$ cat src/rtl/nvm_pkg.sv
// Shared NVM flush-path types: block/page/flash address widths, GC sequencer
// states, flash command encodings and the flash addressing helper.
package nvm_pkg;

  localparam int BLOCK_W      = 10;
  localparam int PAGE_W       = 6;
  localparam int FLASH_ADDR_W = 28;
  localparam int GC_THRESHOLD = 16;

  typedef logic [BLOCK_W-1:0]      block_t;
  typedef logic [PAGE_W-1:0]       page_t;
  typedef logic [FLASH_ADDR_W-1:0] flash_addr_t;

  typedef enum logic [3:0] {
    S_IDLE       = 4'd0,
    S_INTERRUPT  = 4'd1,
    S_INI        = 4'd2,
    S_INI_DONE   = 4'd3,
    S_MOVE_START = 4'd4,
    S_FINISH     = 4'd5,
    S_MOVE_CHK   = 4'd6,
    S_MOVE_WAIT  = 4'd7,
    S_ERASE      = 4'd8
  } gc_state_t;

  typedef enum logic [1:0] {
    CMD_NOP   = 2'b00,
    CMD_COPY  = 2'b01,
    CMD_ERASE = 2'b10
  } fl_cmd_t;

  // Flash address layout: {zero pad, block, page}
  function automatic flash_addr_t mk_flash_addr(block_t blk, page_t page);
    return flash_addr_t'({blk, page});
  endfunction

endpackage

$ cat src/rtl/gc_controller.sv
// Garbage-collection sequencer: fetches a victim/destination block pair, copies
// every valid victim page with copy-back + map update, then erases the victim.
module gc_controller
  import nvm_pkg::*;
(
  input  logic                      CLK,
  input  logic                      nRST,
  input  logic                      gc_en,
  input  logic                      gc_force,
  input  logic [BLOCK_W:0]          free_blk_cnt,
  input  logic                      host_req,
  output logic                      blk_req,
  input  logic                      blk_ack,
  input  logic [BLOCK_W-1:0]        victim_blk,
  input  logic [BLOCK_W-1:0]        dest_blk,
  output logic [BLOCK_W+PAGE_W-1:0] pv_addr,
  input  logic                      pv_data,
  output logic                      fl_req,
  output logic [1:0]                fl_cmd,
  output logic [FLASH_ADDR_W-1:0]   fl_src,
  output logic [FLASH_ADDR_W-1:0]   fl_dst,
  input  logic                      fl_ack,
  output logic                      map_upd,
  output logic                      gc_busy,
  output logic                      gc_done,
  output logic [3:0]                state
);

  localparam logic [BLOCK_W:0] TH_CNT = (BLOCK_W+1)'(GC_THRESHOLD);

  gc_state_t   cur_st, nxt_st;
  page_t       page_idx, page_nxt;
  block_t      victim, victim_nxt;
  block_t      dest, dest_nxt;
  logic        fl_req_q, fl_req_nxt;
  fl_cmd_t     fl_cmd_q, fl_cmd_nxt;
  flash_addr_t fl_src_q, fl_src_nxt;
  flash_addr_t fl_dst_q, fl_dst_nxt;
  logic        map_upd_q, map_upd_nxt;
  logic        force_pend, force_nxt;
  logic        erase_issued, erase_iss_nxt;
  logic        resume_erase, resume_nxt;
  logic        trig;
  logic        adv;

  assign trig = gc_force | force_pend | (gc_en & (free_blk_cnt < TH_CNT));

  always_ff @(posedge CLK or negedge nRST) begin
    if (!nRST) begin
      cur_st       <= S_IDLE;
      page_idx     <= '0;
      victim       <= '0;
      dest         <= '0;
      fl_req_q     <= 1'b0;
      fl_cmd_q     <= CMD_NOP;
      fl_src_q     <= '0;
      fl_dst_q     <= '0;
      map_upd_q    <= 1'b0;
      force_pend   <= 1'b0;
      erase_issued <= 1'b0;
      resume_erase <= 1'b0;
    end else begin
      cur_st       <= nxt_st;
      page_idx     <= page_nxt;
      victim       <= victim_nxt;
      dest         <= dest_nxt;
      fl_req_q     <= fl_req_nxt;
      fl_cmd_q     <= fl_cmd_nxt;
      fl_src_q     <= fl_src_nxt;
      fl_dst_q     <= fl_dst_nxt;
      map_upd_q    <= map_upd_nxt;
      force_pend   <= force_nxt;
      erase_issued <= erase_iss_nxt;
      resume_erase <= resume_nxt;
    end
  end

  always_comb begin
    nxt_st        = cur_st;
    page_nxt      = page_idx;
    victim_nxt    = victim;
    dest_nxt      = dest;
    fl_req_nxt    = fl_req_q;
    fl_cmd_nxt    = fl_cmd_q;
    fl_src_nxt    = fl_src_q;
    fl_dst_nxt    = fl_dst_q;
    map_upd_nxt   = 1'b0;
    force_nxt     = force_pend;
    erase_iss_nxt = erase_issued;
    resume_nxt    = resume_erase;
    adv           = 1'b0;

    case (cur_st)
      S_IDLE: begin
        if (trig && !host_req) begin
          nxt_st    = S_INI;
          force_nxt = 1'b0;
        end else if (gc_force) begin
          force_nxt = 1'b1;
        end
      end
      S_INI: begin
        if (blk_ack) begin
          victim_nxt = victim_blk;
          dest_nxt   = dest_blk;
          page_nxt   = '0;
          nxt_st     = S_INI_DONE;
        end
      end
      S_INI_DONE: nxt_st = S_MOVE_START;
      S_MOVE_START: begin
        if (host_req) begin
          nxt_st     = S_INTERRUPT;
          resume_nxt = 1'b0;
        end else begin
          nxt_st = S_MOVE_CHK;
        end
      end
      S_MOVE_CHK: begin
        if (pv_data) begin
          fl_req_nxt = 1'b1;
          fl_cmd_nxt = CMD_COPY;
          fl_src_nxt = mk_flash_addr(victim, page_idx);
          fl_dst_nxt = mk_flash_addr(dest, page_idx);
          nxt_st     = S_MOVE_WAIT;
        end else begin
          adv = 1'b1;
        end
      end
      S_MOVE_WAIT: begin
        // src/dst stay put so the map update names the page just copied
        if (fl_ack) begin
          fl_req_nxt  = 1'b0;
          fl_cmd_nxt  = CMD_NOP;
          map_upd_nxt = 1'b1;
          adv         = 1'b1;
        end
      end
      S_ERASE: begin
        if (!erase_issued) begin
          if (host_req) begin
            nxt_st     = S_INTERRUPT;
            resume_nxt = 1'b1;
          end else begin
            fl_req_nxt    = 1'b1;
            fl_cmd_nxt    = CMD_ERASE;
            fl_src_nxt    = mk_flash_addr(victim, '0);
            fl_dst_nxt    = '0;
            erase_iss_nxt = 1'b1;
          end
        end else if (fl_ack) begin
          fl_req_nxt    = 1'b0;
          fl_cmd_nxt    = CMD_NOP;
          erase_iss_nxt = 1'b0;
          nxt_st        = S_FINISH;
        end
      end
      S_INTERRUPT: begin
        if (!host_req) begin
          nxt_st     = resume_erase ? S_ERASE : S_MOVE_START;
          resume_nxt = 1'b0;
        end
      end
      S_FINISH: nxt_st = S_IDLE;
      default:  nxt_st = S_IDLE;
    endcase

    // The last page always ends in ERASE; page_idx never wraps
    if (adv) begin
      if (&page_idx) begin
        nxt_st        = S_ERASE;
        erase_iss_nxt = 1'b0;
      end else begin
        page_nxt = page_idx + page_t'(1);
        nxt_st   = S_MOVE_START;
      end
    end
  end

  assign blk_req = (cur_st == S_INI);
  assign pv_addr = (cur_st == S_MOVE_START) ? {victim, page_idx} : '0;
  assign fl_req  = fl_req_q;
  assign fl_cmd  = fl_cmd_q;
  assign fl_src  = fl_src_q;
  assign fl_dst  = fl_dst_q;
  assign map_upd = map_upd_q;
  assign gc_busy = (cur_st != S_IDLE);
  assign gc_done = (cur_st == S_FINISH);
  assign state   = cur_st;

endmodule

$ cat config.mk
export PLATFORM = sky130hd
export DESIGN_NAME = gc_controller
export DESIGN_NICKNAME = d
export VERILOG_FILES = /design/src/rtl/nvm_pkg.sv /design/src/rtl/gc_controller.sv
export SDC_FILE = /design/constraint.sdc
export NUM_CORES = 1
export LEC_CHECK = 0
export BUFFER_PORTS_ARGS = -buffer_cell sky130_fd_sc_hd__buf_4
export CAP_MARGIN = 20
export CORE_ASPECT_RATIO = 0.8
export CORE_MARGIN = 5
export CORE_UTILIZATION = 44
export CTS_CLUSTER_SIZE = 14
export DETAILED_ROUTE_END_ITERATION = 10
export PLACE_DENSITY = 0.84
export SLEW_MARGIN = 20
export SYNTH_ARGS = -nofsm -noshare
export SYNTH_HDL_FRONTEND = slang
export SYNTH_SLANG_ARGS = --single-unit
$ cat constraint.sdc
create_clock -name CLK -period 1.9 [get_ports CLK]
set_clock_uncertainty 0.05 [all_clocks]
set_input_delay 0.095 -clock CLK [delete_from_list [all_inputs] [get_ports CLK]]
set_output_delay 0.095 -clock CLK [all_outputs]
set_load 0.02 [all_outputs]
; ---- Word level (Yosys, flattened, before mapping)
; Cells that the tools add are included.
[word_totals]
ramBits = 0
word_cells = 106
out_inout_bits = 83
latchBits = 0
mem_bits_ro = 0
n_memories = 0
regBits = 93
in_bits = 39
[classes]
n_shift = 0
div_mod_pow = 0
mux = 52
bitwise_logic = 3
multipliers = 0
reduce_logical = 15
n_addsub = 1
n_eq_ne = 22
n_lt_le_gt_ge = 1
[op_table]
columns = op, n
row1 = $mux W28, 6
row2 = $pmux W28 S2, 2
row3 = $mux W4, 10
row4 = $pmux W4 S8, 1
row5 = $mux W6, 4
row6 = $mux W1, 19
row7 = $eq A4 B3 Y1 const B, 4
row8 = $mux W16, 1
row9 = $ne A2 B2 Y1 const B, 7
row10 = $ne A3 B3 Y1 const B, 4
row11 = $lt A11 B5 Y1 const B, 1
row12 = $eq A4 B2 Y1 const B, 2
row13 = $mux W2, 4
row14 = $ne A4 B4 Y1 const B, 2
row15 = $reduce_and A7 Y1, 1
row16 = $add A6 B1 Y6 const B, 1
row17 = $pmux W1 S3, 2
row18 = $pmux W2 S3, 1
row19 = $reduce_and A6 Y1, 1
row20 = $reduce_bool A3 Y1, 2
row21 = $reduce_and A5 Y1, 1
row22 = $eq A4 B1 Y1 const B, 1
row23 = $eq A4 B4 Y1 const B, 1
row24 = $logic_not A4 Y1, 1
row25 = other kinds (12), 15

; ---- Longest topological paths before layout
; Gate-level depths: netlist of run 1.
[depth]
depth_word = 7
depth_mapped = 7
mapped_depth_nobuf = 6

; ---- Least setup slack after synthesis of run 1
; OpenSTA, ideal clock, no wires.
[synth_timing]
kind = reg2reg
start = reg cur_st[2] (netlist: state[2])
end = reg dest[0]
setup_time_ps = 125
required_time_ps = 1725
n_path_buf = 2
path_stages_with_launch = 6
arrival_ps = 2067
period_less_slack_ps = 2242
path_slack_ps = -342
path_cell_list = dfrtp_1 > buf_2 > nor4b_2 > and2_1 > buf_2 > mux2_2
[synth_via]
elab_chain_cells = 2
[synth_lines]
columns = item, line_no
row1 = start: declaration, gc_controller.sv:31  ; gc_state_t cur_st, nxt_st;
row2 = start signal: assignment, gc_controller.sv:63  ; cur_st <= nxt_st;
row3 = $eq A4 B2 Y1, n/a
row4 = named net blk_req, gc_controller.sv:12  ; output logic blk_req,
row5 = $reduce_and A2 Y1 (no source line), n/a
row6 = end signal: assignment, gc_controller.sv:66  ; dest <= dest_nxt;
row7 = end: declaration, gc_controller.sv:34  ; block_t dest, dest_nxt;
; The timed path passes the listed nets, and every way through them passes these cells.
; A chain may end at the register's enable or synchronous reset.

; ---- Worst setup path after layout of run 1
[layout_timing]
start = reg cur_st[3] (netlist: state[3])
end = reg cur_st[1] (netlist: state[1])
[layout_via]
elab_chain_cells = 4
word_cells_on_any_way = 19
cone_classes = eq/ne (14) / mux (3) / reduce/logical (2)
[layout_lines]
columns = item, line_no
row1 = $eq A4 B3 Y1, gc_controller.sv:93  ; case (cur_st)
row2 = $pmux W1 S2, gc_controller.sv:93
row3 = "$ne A4 B4 Y1 (no source line), or another cell as far along", n/a
row4 = $reduce_and A7 Y1 (no source line), n/a
; Parallel ways exist; a longest one is shown, timed or not.

==> summary.md, run 1 <==
| Metric | Value |
|---|---|
| Per-cell routed wire length | 17.9 um |
| Final setup viols | 44 |
| Synth top area share | 50.7% |
| Netlist Area Pre-Place | 3110 um^2 |
| CTS Buf Count | 9 |
| Setup crit end kind | flop |
| Crit path required time | 2.12 ns |
| Max stage delay on crit path | 0.47 ns |
| Layout cells sized above 1 | 51.1% |
| Worst r2r dst | state[1]$_DFFE_PN0P_ |
| Failing checks | negative setup slack |
| First-pass GRT wire length | 13.6 mm |
| Distinct cells, synth | 51 |
| Clock buffer depth | 2 |
| Hold WC Path Type | input port to flop |
| R2R setup slack | -0.13 ns |
| Top-count cell post-synth | dfrtp_1 |
| Post-route cell area | 4740 um^2 |
| Hold Path Stages | 2 |
| Synth warnings | 0 |
| Most instantiated cells after synthesis | dfrtp_1 (63), buf_4 (32), mux2_2 (31), and2_1 (18), a22o_1 (16) |
| Final Max Slew Viols | 0 |
| CP Class | flop to flop |
| Max H-tree Level | 3 |
| Startpoint type of the worst setup path | flop |
| Sequential element share of the synthesized area | 50.7% |
| Critical Path Fanout Max | 3 |
| Port Buffers | 93 |
| Die X-Extent | 104 um |
| Top_reg_cell synth | dfrtp_1 |
| TritonCTS clock tree | done |
| Placer Congestion | 0.889 |
| Syn_area_per_cell | 11.4 um^2 |
| Largest net degree at the start of global routing | 64 |
| Vias in the first global route | 2,634 |
| DRT antenna net count | 0 |
| HPWL after detailed placement | 5.61 mm |
| Yosys reg bits | 63 |
| EDFF count, synth | 0 |
| IO Pins | 122 |
| Area leader, netlist | dfrtp_1 |
| Worst Reg-to-Reg Cells | 6 |
| Power Dens Cells | 1560 nW/um^2 |
| Final hold vios | 0 |
| Area after DPL | 3940 um^2 |
| Worst R2R Start | state[3]$_DFFE_PN0P_ |
| Crit path to | state[1]$_DFFE_PN0P_ |
| Crit path DAT | 2.25 ns |
| Clock latency on the worst-skew pair | 0.34 ns |
| Period utilisation layout | 107% |
| Total die area | 8850 um^2 |
| Grt ovf | 0 |
| Setup WS pre-CTS | 0.00671 ns |
| RSZ-0062 raised after global routing | yes |
| Worst hold margin | 0.0291 ns |
| Max Cap Viol | 0 |
| First-iteration detailed-routing DRC count | 144 |
| Crit-path cells | buf_6, or4_4, a2111o_1, o311ai_4, or2_4, mux2i_1 |
| Maximum VDD drop | 1230 uV |
| Critical Path Source | state[3]$_DFFE_PN0P_ |
| Clock sinks | 63 |
| Final WL | 9.08 mm |
| Tot Pwr | 7410 uW |
| Initial antenna violation count | 0 |
| Die height | 85.2 um |
| Slowest-stage cell, CP | or4_4 |
| Total track usage | 19.2% |
| Final core occ | 68.8% |
| Ranking of synthesized cells by area | dfrtp_1 (51%), mux2_2 (11%), buf_4 (7.7%) |
| Status | finished, violations left |
| F_max | 0.492 GHz |
| Syn Inst Count | 272 |
| Area grow syn2layout | 52.6% |
| Via/cell ratio | 5.14 |
| Fin crit period | 2.03 ns |
| Worst Tran Pin Value | 0.802 ns |
| Setup slack after layout | -0.134 ns |
| Relative max-transition margin | 46.5% |
| DRT Pass-1 Iters | 4 |
| Vias | 2,611 |
| Ys async rst share | 100% |
| Layout fillers | 501 |
| CTS Root Cell | clkbuf_8 |
| Starting density of the core | 45.1% |
| Leakage power | 0.00230 uW |
| Final nets | 456 |
| DRC viols | 0 |
| Row cnt | 27 |
| CTS clk-pin slew, worst paths | 0.08 ns |
| Core area | 6890 um^2 |
| ANT cells | 0 |
-- kinds of logic (layout without fill, tap and decap cells) --
group | count (synthesis) | after routing | synth area share (%)
other | 1 | 24 | 0.121
and+or+nand+nor | 76 | 78 | 14.3
DFF | 63 | 63 | 50.7
AOI/OAI and AO/OA | 50 | 50 | 12.4
muxes | 32 | 32 | 11.6
adders and majority gates | 1 | 1 | 0.403
buffers and inverters | 48 | 172 | 10.2
xor gates and xnor gates | 1 | 1 | 0.282
-- cell usage in the layout, fill, tap and decap left out, types with 4 or more instances in the layout --
master	synthesis	routed
a21oi_1	6	5
buf_12	0	5
and2_4	0	19
buf_6	1	26
o21ai_0	7	4
dfrtp_1	63	59
conb_1	1	24
a22o_1	16	16
buf_4	32	97
dlygate4sd3_1	0	23
clkbuf_8	0	9
dfrtp_2	0	4
inv_1	4	4
nand3_1	4	4
mux2_2	31	21
nor2_1	10	10
mux2_4	0	10
nand2_1	13	11
-- through the flow --
stage	setup TNS (ns)	instances
after global placement	0	453
after global routing	-5.71	508
after floorplan	-0.382	295
final	-2.42	508
after detailed placement	0	453
after CTS	-1.99	496
-- where the power goes --
| group | internal, uW | switching (uW) |
|---|---|---|
| Clock | 607 | 570 |
| Combinational | 2040 | 1800 |
| Sequential | 1940 | 461 |
| Total | 4590 | 2830 |
-- area by class of cell --
| cell class | count | area (um^2) | area share, % |
|---|---|---|---|
| well taps | 87 | 109 | 2.30 |
| clock buffers | 9 | 124 | 2.61 |
| inverters | 4 | 15.0 | 0.317 |
| repair buffers | 152 | 1380 | 29.0 |
| multi-input cells | 186 | 1460 | 30.9 |
| clock inverters | 7 | 72.6 | 1.53 |
| flip-flops and latches | 63 | 1580 | 33.4 |
-- state kept, by name, indices dropped and copies added, names as in the netlist --
signal / count
erase_issued: 1
fl_dst: 16
page_idx: 6
force_pend: 1
fl_cmd: 2
fl_src: 10
fl_req: 1
state: 4
resume_erase: 1
dest: 10
map_upd: 1
victim: 10
-- worst min path at each step --
stage / startpoint / end / slack, ns
after floorplan: nRST / dest[0]$_DFFE_PN0P_ / -0.25
after global placement: nRST / fl_src[15]$_DFFE_PN0P_ / 0.17
after detailed placement: nRST / fl_cmd[1]$_DFFE_PN0P_ / 0.18
after CTS: host_req / force_pend$_DFFE_PN0P_ / 0.005
after global routing: host_req / force_pend$_DFFE_PN0P_ / 0.02
final: host_req / force_pend$_DFFE_PN0P_ / 0.03
-- metal layers --
layer	vias to the layer above	part of all wire (%)	global-route usage, %
met5	-	0	0
met2	103	49	31.8
met4	0	1.6	6.12
met1	1289	42	24.2
li1	1208	-	-
met3	11	6.8	6.08
-- repair_timing --
action,CTS,global route
endpoints found under the setup margin,17,57
hold endpoints to repair,85,0
setup buffers,3,9
gates resized for setup,42,22
cloned,1,3
pin swaps,9,14
hold buffers,23,0
-- worst max-delay path: cells and delay by family (launching register included) --
kind            cells  cell delay [ns]
simple gates        2             0.66
compound gates      2             0.51
flops               1             0.44
buf+inv             1             0.13
mux                 1             0.17
Power figures use the tool's default switching activity.
==> run 2: changes to the inputs <==
--- a/config.mk
+++ b/config.mk
@@ -9,10 +9,11 @@
 export CAP_MARGIN = 20
 export CORE_ASPECT_RATIO = 0.8
 export CORE_MARGIN = 5
-export CORE_UTILIZATION = 44
+export CORE_UTILIZATION = 25
 export CTS_CLUSTER_SIZE = 14
 export DETAILED_ROUTE_END_ITERATION = 10
-export PLACE_DENSITY = 0.84
+export PLACE_DENSITY = 0.56
+export SKIP_LAST_GASP = 1
 export SLEW_MARGIN = 20
 export SYNTH_ARGS = -nofsm -noshare
 export SYNTH_HDL_FRONTEND = slang
==> summary.md, run 2 (synthesis results as in run 1) <==
| Metric | Value |
|---|---|
| Comb pwr share | 46.0% (-5.8 points) |
| Die X-Extent | 135 um (+30%) |
| Via/cell ratio | 4.46 (-13%) |
| Worst R2R Start | state[0]$_DFFE_PN0P_ |
| Final Max Slew Viols | 0 (unchanged) |
| Critical Path Fanout Max | 5 (+2) |
| Setup TNS | -0.0273 ns (+2.39 ns) |
| DRT Pass-1 Iters | 4 (unchanged) |
| Post-route cell area | 4720 um^2 (-0.42%) |
| Crit path DAT | 2.12 ns (-0.13 ns) |
| Max reg flops | 16 (unchanged) |
| Largest net degree at the start of global routing | 40 (-38%) |
| Startpoint type of the worst setup path | flop |
| Layout fillers | 1,202 (+140%) |
| Commonest non-fill, non-tap cells in the layout | buf_4 (121), dfrtp_1 (59), mux2_2 (25) |
| Commonest non-fill, non-tap cell in the layout | buf_4 |
| Setup WS pre-CTS | -0.0848 ns (-0.0915 ns) |
| Vias | 2,532 (-3.0%) |
| CP Class | flop to flop |
| Worst Reg-to-Reg Cells | 5 (-1) |
| Tot Pwr | 7720 uW (+4.1%) |
| Core area | 12,200 um^2 (+76%) |
| Layout cells sized above 1 | 47.4% (-3.7 points) |
| Placer Congestion | 0.892 (+0.32%) |
| Worst Path Buf+Inv | 0 (-1) |
| Setup crit end kind | flop |
| F_max | 0.519 GHz (+5.5%) |
| Final WL | 8.91 mm (-1.8%) |
| Clk pwr share | 23.1% (+7.2 points) |
| Max stage delay on crit path | 0.54 ns (+0.07 ns) |
| Multi-input logic area | 1440 um^2 (-1.9%) |
| Worst r2r dst | state[1]$_DFFE_PN0P_ |
| Hold WC Path Type | input port to flop |
| Setup slack after layout | -0.0273 ns (+0.106 ns) |
| Per-cell routed wire length | 15.7 um (-12%) |
| IO Pins | 122 (unchanged) |
| RSZ-0062 raised after global routing | yes |
| First-iteration detailed-routing DRC count | 95 (-34%) |
| Clock buffer depth | 2 (unchanged) |
| Row cnt | 36 (+33%) |
| Clock latency on the worst-skew pair | 0.33 ns (about the same) |
| FF/Latch Area | 1580 um^2 (unchanged) |
| Internal power contribution | 4930 uW (+7.4%) |
| Final hold vios | 0 (unchanged) |
| R2R setup slack | -0.03 ns (+0.11 ns) |
| CTS Root Cell | clkbuf_16 |
| Starting density of the core | 25.6% (-20 points) |
| Final setup viols | 1 (-98%) |
| HPWL after detailed placement | 5.99 mm (+6.8%) |
| ANT cells | 0 (unchanged) |
| Port Buffers | 93 (unchanged) |
| Period utilisation layout | 101% (-5.6 points) |
| Max Cap Viol | 0 (unchanged) |
| Initial antenna violation count | 0 (unchanged) |
| Power Dens Cells | 1630 nW/um^2 (+4.5%) |
| Crit path required time | 2.09 ns (-0.03 ns) |
| Hold endpoint | fl_cmd[0]$_DFFE_PN0P_ |
| Clock sinks | 63 (unchanged) |
| Total die area | 14,800 um^2 (+67%) |
| First-pass GRT wire length | 13.3 mm (-2.6%) |
| Max H-tree Level | 3 (unchanged) |
| Final core occ | 38.8% (-30 points) |
| DRT antenna net count | 0 (unchanged) |
| Crit-path cells | or4_4, a2111o_1, o311ai_4, or2_4, mux2i_1 |
| Die height | 110 um (+29%) |
| Final nets | 451 (-1.1%) |
| Crit-path leading delay family | simple AND/OR/NAND/NOR gates |
| HP Start | pv_data |
| Vias in the first global route | 2,661 (+1.0%) |
| Register share of total power | 30.9% (-1.5 points) |
| Hold Path Stages | 3 (+1) |
| CTS clk-pin slew, worst paths | 0.06 ns (-0.02 ns) |
| Slowest-stage cell, CP | or4_4 |
| Area after DPL | 4030 um^2 (+2.2%) |
| Fin crit period | 1.93 ns (-0.106 ns) |
| CTS Buf Count | 9 (unchanged) |
| Failing checks | negative setup slack |
| Total track usage | 11.5% (-7.8 points) |
| Maximum VDD drop | 758 uV (-38%) |
| Area grow syn2layout | 51.9% |
| Switching pwr | 2790 uW (-1.2%) |
| Grt ovf | 0 (unchanged) |
| Status | finished, violations left |
| TritonCTS clock tree | done |
| DRC viols | 0 (unchanged) |
| Sw Share | 36.2% (-2.0 points) |
| Leakage power | 0.00226 uW (-1.6%) |
==> run 2: changes by cell type in the layout (fill, tap and decap cells not counted), moves of 8 or more <==
cell	delta
and2_1	+16
and2_4	-16
buf_4	+24
buf_6	-24
clkbuf_16	+8
clkbuf_8	-9
==> run 2: stage by stage <==
stage | std cells | hold WS [ns]
finish | 568 | 0.0204
global route | 568 | 0.0450
CTS | 560 | 0.00783
detailed placement | 522 | -0.0147
global placement | 522 | -0.0150
floorplan | 295 | -0.251
==> run 2: layout make-up <==
type,count,area share [%]
clock inverters,7,2.17
flip-flops and latches,63,33.5
inverters,4,0.318
repair buffers,146,24.8
well taps,152,4.03
clock buffers,9,4.77
multi-input cells,187,30.4
==> run 2: what timing repair did <==
action,CTS,global route
hold endpoints to repair,84,0
buffers inserted,0,5
pin swaps,1,8
setup endpoints to repair,29,67
resized for setup,2,18
gates cloned,0,3
hold buffers,22,0
==> run 2: power groups by stage <==
stage | sequential, uW | combinational, uW | clock, uW
2_1_floorplan | 2660 | 1750 | 0
3_3_place_gp | 2350 | 3230 | 0
3_5_place_dp | 2390 | 3280 | 0
4_1_cts | 2390 | 3330 | 1850
5_1_grt | 2470 | 3830 | 1910
6_report | 2380 | 3550 | 1790
==> run 2: worst min-delay path, cell delays in order <==
cell	delay, ns
buf_4	0.10
nand3_1	0.08
nand2_1	0.08
==> run 2: worst max-delay path by stage <==
| stage | slack [ns] | depth (start not counted) | startpoint | endpoint |
|---|---|---|---|---|
| finish | -0.03 | 5 | state[0]$_DFFE_PN0P_ | state[1]$_DFFE_PN0P_ |
| global route | -0.1 | 8 | state[0]$_DFFE_PN0P_ | page_idx[4]$_DFF_PN0_ |
| CTS | -0.03 | 5 | state[0]$_DFFE_PN0P_ | state[1]$_DFFE_PN0P_ |
| detailed placement | -0.08 | 5 | state[2]$_DFFE_PN0P_ | fl_src[6]$_DFFE_PN0P_ |
| global placement | -0.02 | 5 | state[2]$_DFFE_PN0P_ | fl_src[15]$_DFFE_PN0P_ |
| floorplan | -0.02 | 5 | state[0]$_DFFE_PN0P_ | state[1]$_DFFE_PN0P_ |
==> run 2: routing by layer <==
| metal | GRT usage [%] | routed length [um] | up-vias |
|---|---|---|---|
| li1 | - | - | 1198 |
| met1 | 14.4 | 4040 | 1252 |
| met2 | 18.2 | 4220 | 72 |
| met3 | 4.21 | 527 | 10 |
| met4 | 4.07 | 123 | 0 |
| met5 | 0 | 0 | - |
==> run 3: changes to the inputs <==
--- a/config.mk
+++ b/config.mk
@@ -5,14 +5,14 @@
 export SDC_FILE = /design/constraint.sdc
 export NUM_CORES = 1
 export LEC_CHECK = 0
-export BUFFER_PORTS_ARGS = -buffer_cell sky130_fd_sc_hd__buf_4
 export CAP_MARGIN = 20
 export CORE_ASPECT_RATIO = 0.8
 export CORE_MARGIN = 5
 export CORE_UTILIZATION = 25
 export CTS_CLUSTER_SIZE = 14
 export DETAILED_ROUTE_END_ITERATION = 10
-export PLACE_DENSITY = 0.56
+export DONT_BUFFER_PORTS = 1
+export PLACE_DENSITY = 0.48
 export SKIP_LAST_GASP = 1
 export SLEW_MARGIN = 20
 export SYNTH_ARGS = -nofsm -noshare
==> summary.md, run 3 (synthesis results as in run 1) <==
| Metric | Value |
|---|---|
| Final setup viols | 2 (+1) |
| CTS Root Cell | clkbuf_16 |
| Final Max Slew Viols | 0 (unchanged) |
| Via/cell ratio | 4.55 (+2.1%) |
| Commonest non-fill, non-tap cell in the layout | dfrtp_1 |
| DRT antenna net count | 0 (unchanged) |
| DRT Pass-1 Iters | 4 (unchanged) |
| Setup crit end kind | flop |
| Final core occ | 33.2% (-5.6 points) |
| Critical Path Fanout Max | 6 (+1) |
| Hold WC Path Type | input port to flop |
| Final nets | 360 (-20%) |
| Power Dens Cells | 1750 nW/um^2 (+7.1%) |
| ANT cells | 0 (unchanged) |
| Port Buffers | 0 (-100%) |
| Leakage power | 0.00179 uW (-21%) |
| Setup slack after layout | -0.0576 ns (-0.0303 ns) |
| CTS Buf Count | 9 (unchanged) |
| Layout fillers | 1,238 (+3.0%) |
| Max Cap Viol | 0 (unchanged) |
| CTS clk-pin slew, worst paths | 0.06 ns (about the same) |
| Relative max-transition margin | 67.3% |
| DRC viols | 0 (unchanged) |
| Initial antenna violation count | 0 (unchanged) |
| Grt ovf | 0 (unchanged) |
| CP Class | flop to flop |
| Max stage delay on crit path | 0.55 ns (about the same) |
| TritonCTS clock tree | done |
| Core area | 12,200 um^2 (unchanged) |
| Startpoint type of the worst setup path | flop |
| Maximum VDD drop | 524 uV (-31%) |
| HPWL after detailed placement | 5.24 mm (-13%) |
| Crit-path leading delay family | simple AND/OR/NAND/NOR gates |
| Per-cell routed wire length | 17.1 um (+9.3%) |
| Clock buffer depth | 2 (unchanged) |
| Crit path to | state[1]$_DFFE_PN0P_ |
| Worst Path Buf+Inv | 0 (unchanged) |
| Total track usage | 11.2% (-0.29 points) |
| FF/Latch Area | 1580 um^2 (unchanged) |
| Worst r2r dst | state[1]$_DFFE_PN0P_ |
| Worst Tran Pin Value | 0.487 ns |
| Clock latency on the worst-skew pair | 0.33 ns (about the same) |
| Hold Path Stages | 3 (unchanged) |
| Max H-tree Level | 3 (unchanged) |
| Crit path required time | 2.09 ns (about the same) |
| Row cnt | 36 (unchanged) |
| Status | finished, violations left |
| Crit. path cell count | 5 (unchanged) |
| Crit-path cells | or4_4, a2111o_1, o311ai_2, or2_4, mux2i_2 |
| IO Pins | 122 (unchanged) |
| Worst Reg-to-Reg Cells | 5 (unchanged) |
| Layout cells sized above 1 | 34.2% (-13 points) |
| Die X-Extent | 135 um (unchanged) |
| Starting density of the core | 25.6% (unchanged) |
| First-iteration detailed-routing DRC count | 118 (+24%) |
| Worst R2R Start | state[0]$_DFFE_PN0P_ |
| Final hold vios | 0 (unchanged) |
| First-pass GRT wire length | 12.3 mm (-7.5%) |
| Vias in the first global route | 2,197 (-17%) |
| Area grow syn2layout | 30.0% |
| R2R setup slack | -0.06 ns (-0.03 ns) |
| Total die area | 14,800 um^2 (unchanged) |
| F_max | 0.511 GHz (-1.5%) |
| Multi-input logic area | 1390 um^2 (-3.6%) |
| Slowest-stage cell, CP | or4_4 |
| Commonest non-fill, non-tap cells in the layout | dfrtp_1 (59), mux2_2 (27), buf_4 (27) |
| Max reg flops | 16 (unchanged) |
| Fin crit period | 1.96 ns (+0.0303 ns) |
| Die height | 110 um (unchanged) |
| Clock sinks | 63 (unchanged) |
| Crit path DAT | 2.15 ns (+0.03 ns) |
| Critical Path Source | state[0]$_DFFE_PN0P_ |
| Period utilisation layout | 103% (+1.6 points) |
| Vias | 2,172 (-14%) |
| Failing checks | negative setup slack |
| Tot Pwr | 7070 uW (-8.3%) |
| Placer Congestion | 0.806 (-9.6%) |
| Final WL | 8.18 mm (-8.2%) |
| Largest net degree at the start of global routing | 64 (+60%) |
| RSZ-0062 raised after global routing | yes |
| Worst hold margin | 0.0343 ns (+0.0138 ns) |
run 3: worst min path at each step:
stage	slack, ns	startpoint	to
3_3_place_gp	-0.25	nRST	fl_dst[0]$_DFFE_PN0P_
6_report	0.03	host_req	resume_erase$_DFFE_PN0P_
2_1_floorplan	-0.25	nRST	dest[0]$_DFFE_PN0P_
3_5_place_dp	-0.25	nRST	fl_dst[0]$_DFFE_PN0P_
5_1_grt	0.03	host_req	resume_erase$_DFFE_PN0P_
4_1_cts	0.02	host_req	resume_erase$_DFFE_PN0P_
run 3: timing repair:
| action | 4_1_cts | 5_1_grt |
|---|---|---|
| hold buffers | 27 | 0 |
| setup buffers | 1 | 5 |
| cloned | 2 | 0 |
| pin swaps | 1 | 4 |
| resized for setup | 3 | 19 |
| endpoints found under the hold margin | 90 | 0 |
| endpoints found under the setup margin | 33 | 71 |
run 3: final cells by class:
| type | instances | area share (%) |
|---|---|---|
| sequential | 63 | 39.1 |
| clock inverter | 7 | 3.00 |
| multi-input combinational | 186 | 34.3 |
| tap | 152 | 4.71 |
| clock buffer | 9 | 5.57 |
| inverter | 4 | 0.372 |
| timing repair buffer | 56 | 12.9 |
run 3: metal layers:
layer / vias to the layer above / wire length, um / share of wire (%) / global-route usage (%)
li1: 1009 / - / - / -
met2: 73 / 3700 / 45 / 16.7
met5: - / 0 / 0 / 0
met1: 1080 / 3740 / 46 / 14.4
met3: 10 / 638 / 7.8 / 4.94
met4: 0 / 100 / 1.2 / 3.71
run 3: metrics by stage:
| step | cell area, um^2 | TNS, ns | worst slack [ns] | std cells |
|---|---|---|---|---|
| final | 4040 | -0.111 | -0.0576 | 477 |
| after global routing | 4040 | -1.95 | -0.116 | 477 |
| after CTS | 3970 | -0.0700 | -0.0580 | 472 |
| after detailed placement | 3310 | -0.481 | -0.0542 | 426 |
| after global placement | 3310 | -0.580 | -0.0306 | 426 |
| after floorplan | 3250 | -0.382 | -0.0239 | 295 |
run 3: worst min-delay path: cells and delay by family:
family | cells | cell delay (ns)
AOI/OAI and AO/OA | 2 | 0.26
and+or+nand+nor | 1 | 0.03
run 3: report_power, final:
| group | internal, uW | leakage (uW) | switching, uW |
|---|---|---|---|
| registers | 1940 | 0.000787 | 829 |
| logic | 1260 | 0.000840 | 1150 |
| clock network | 1280 | 0.000158 | 624 |
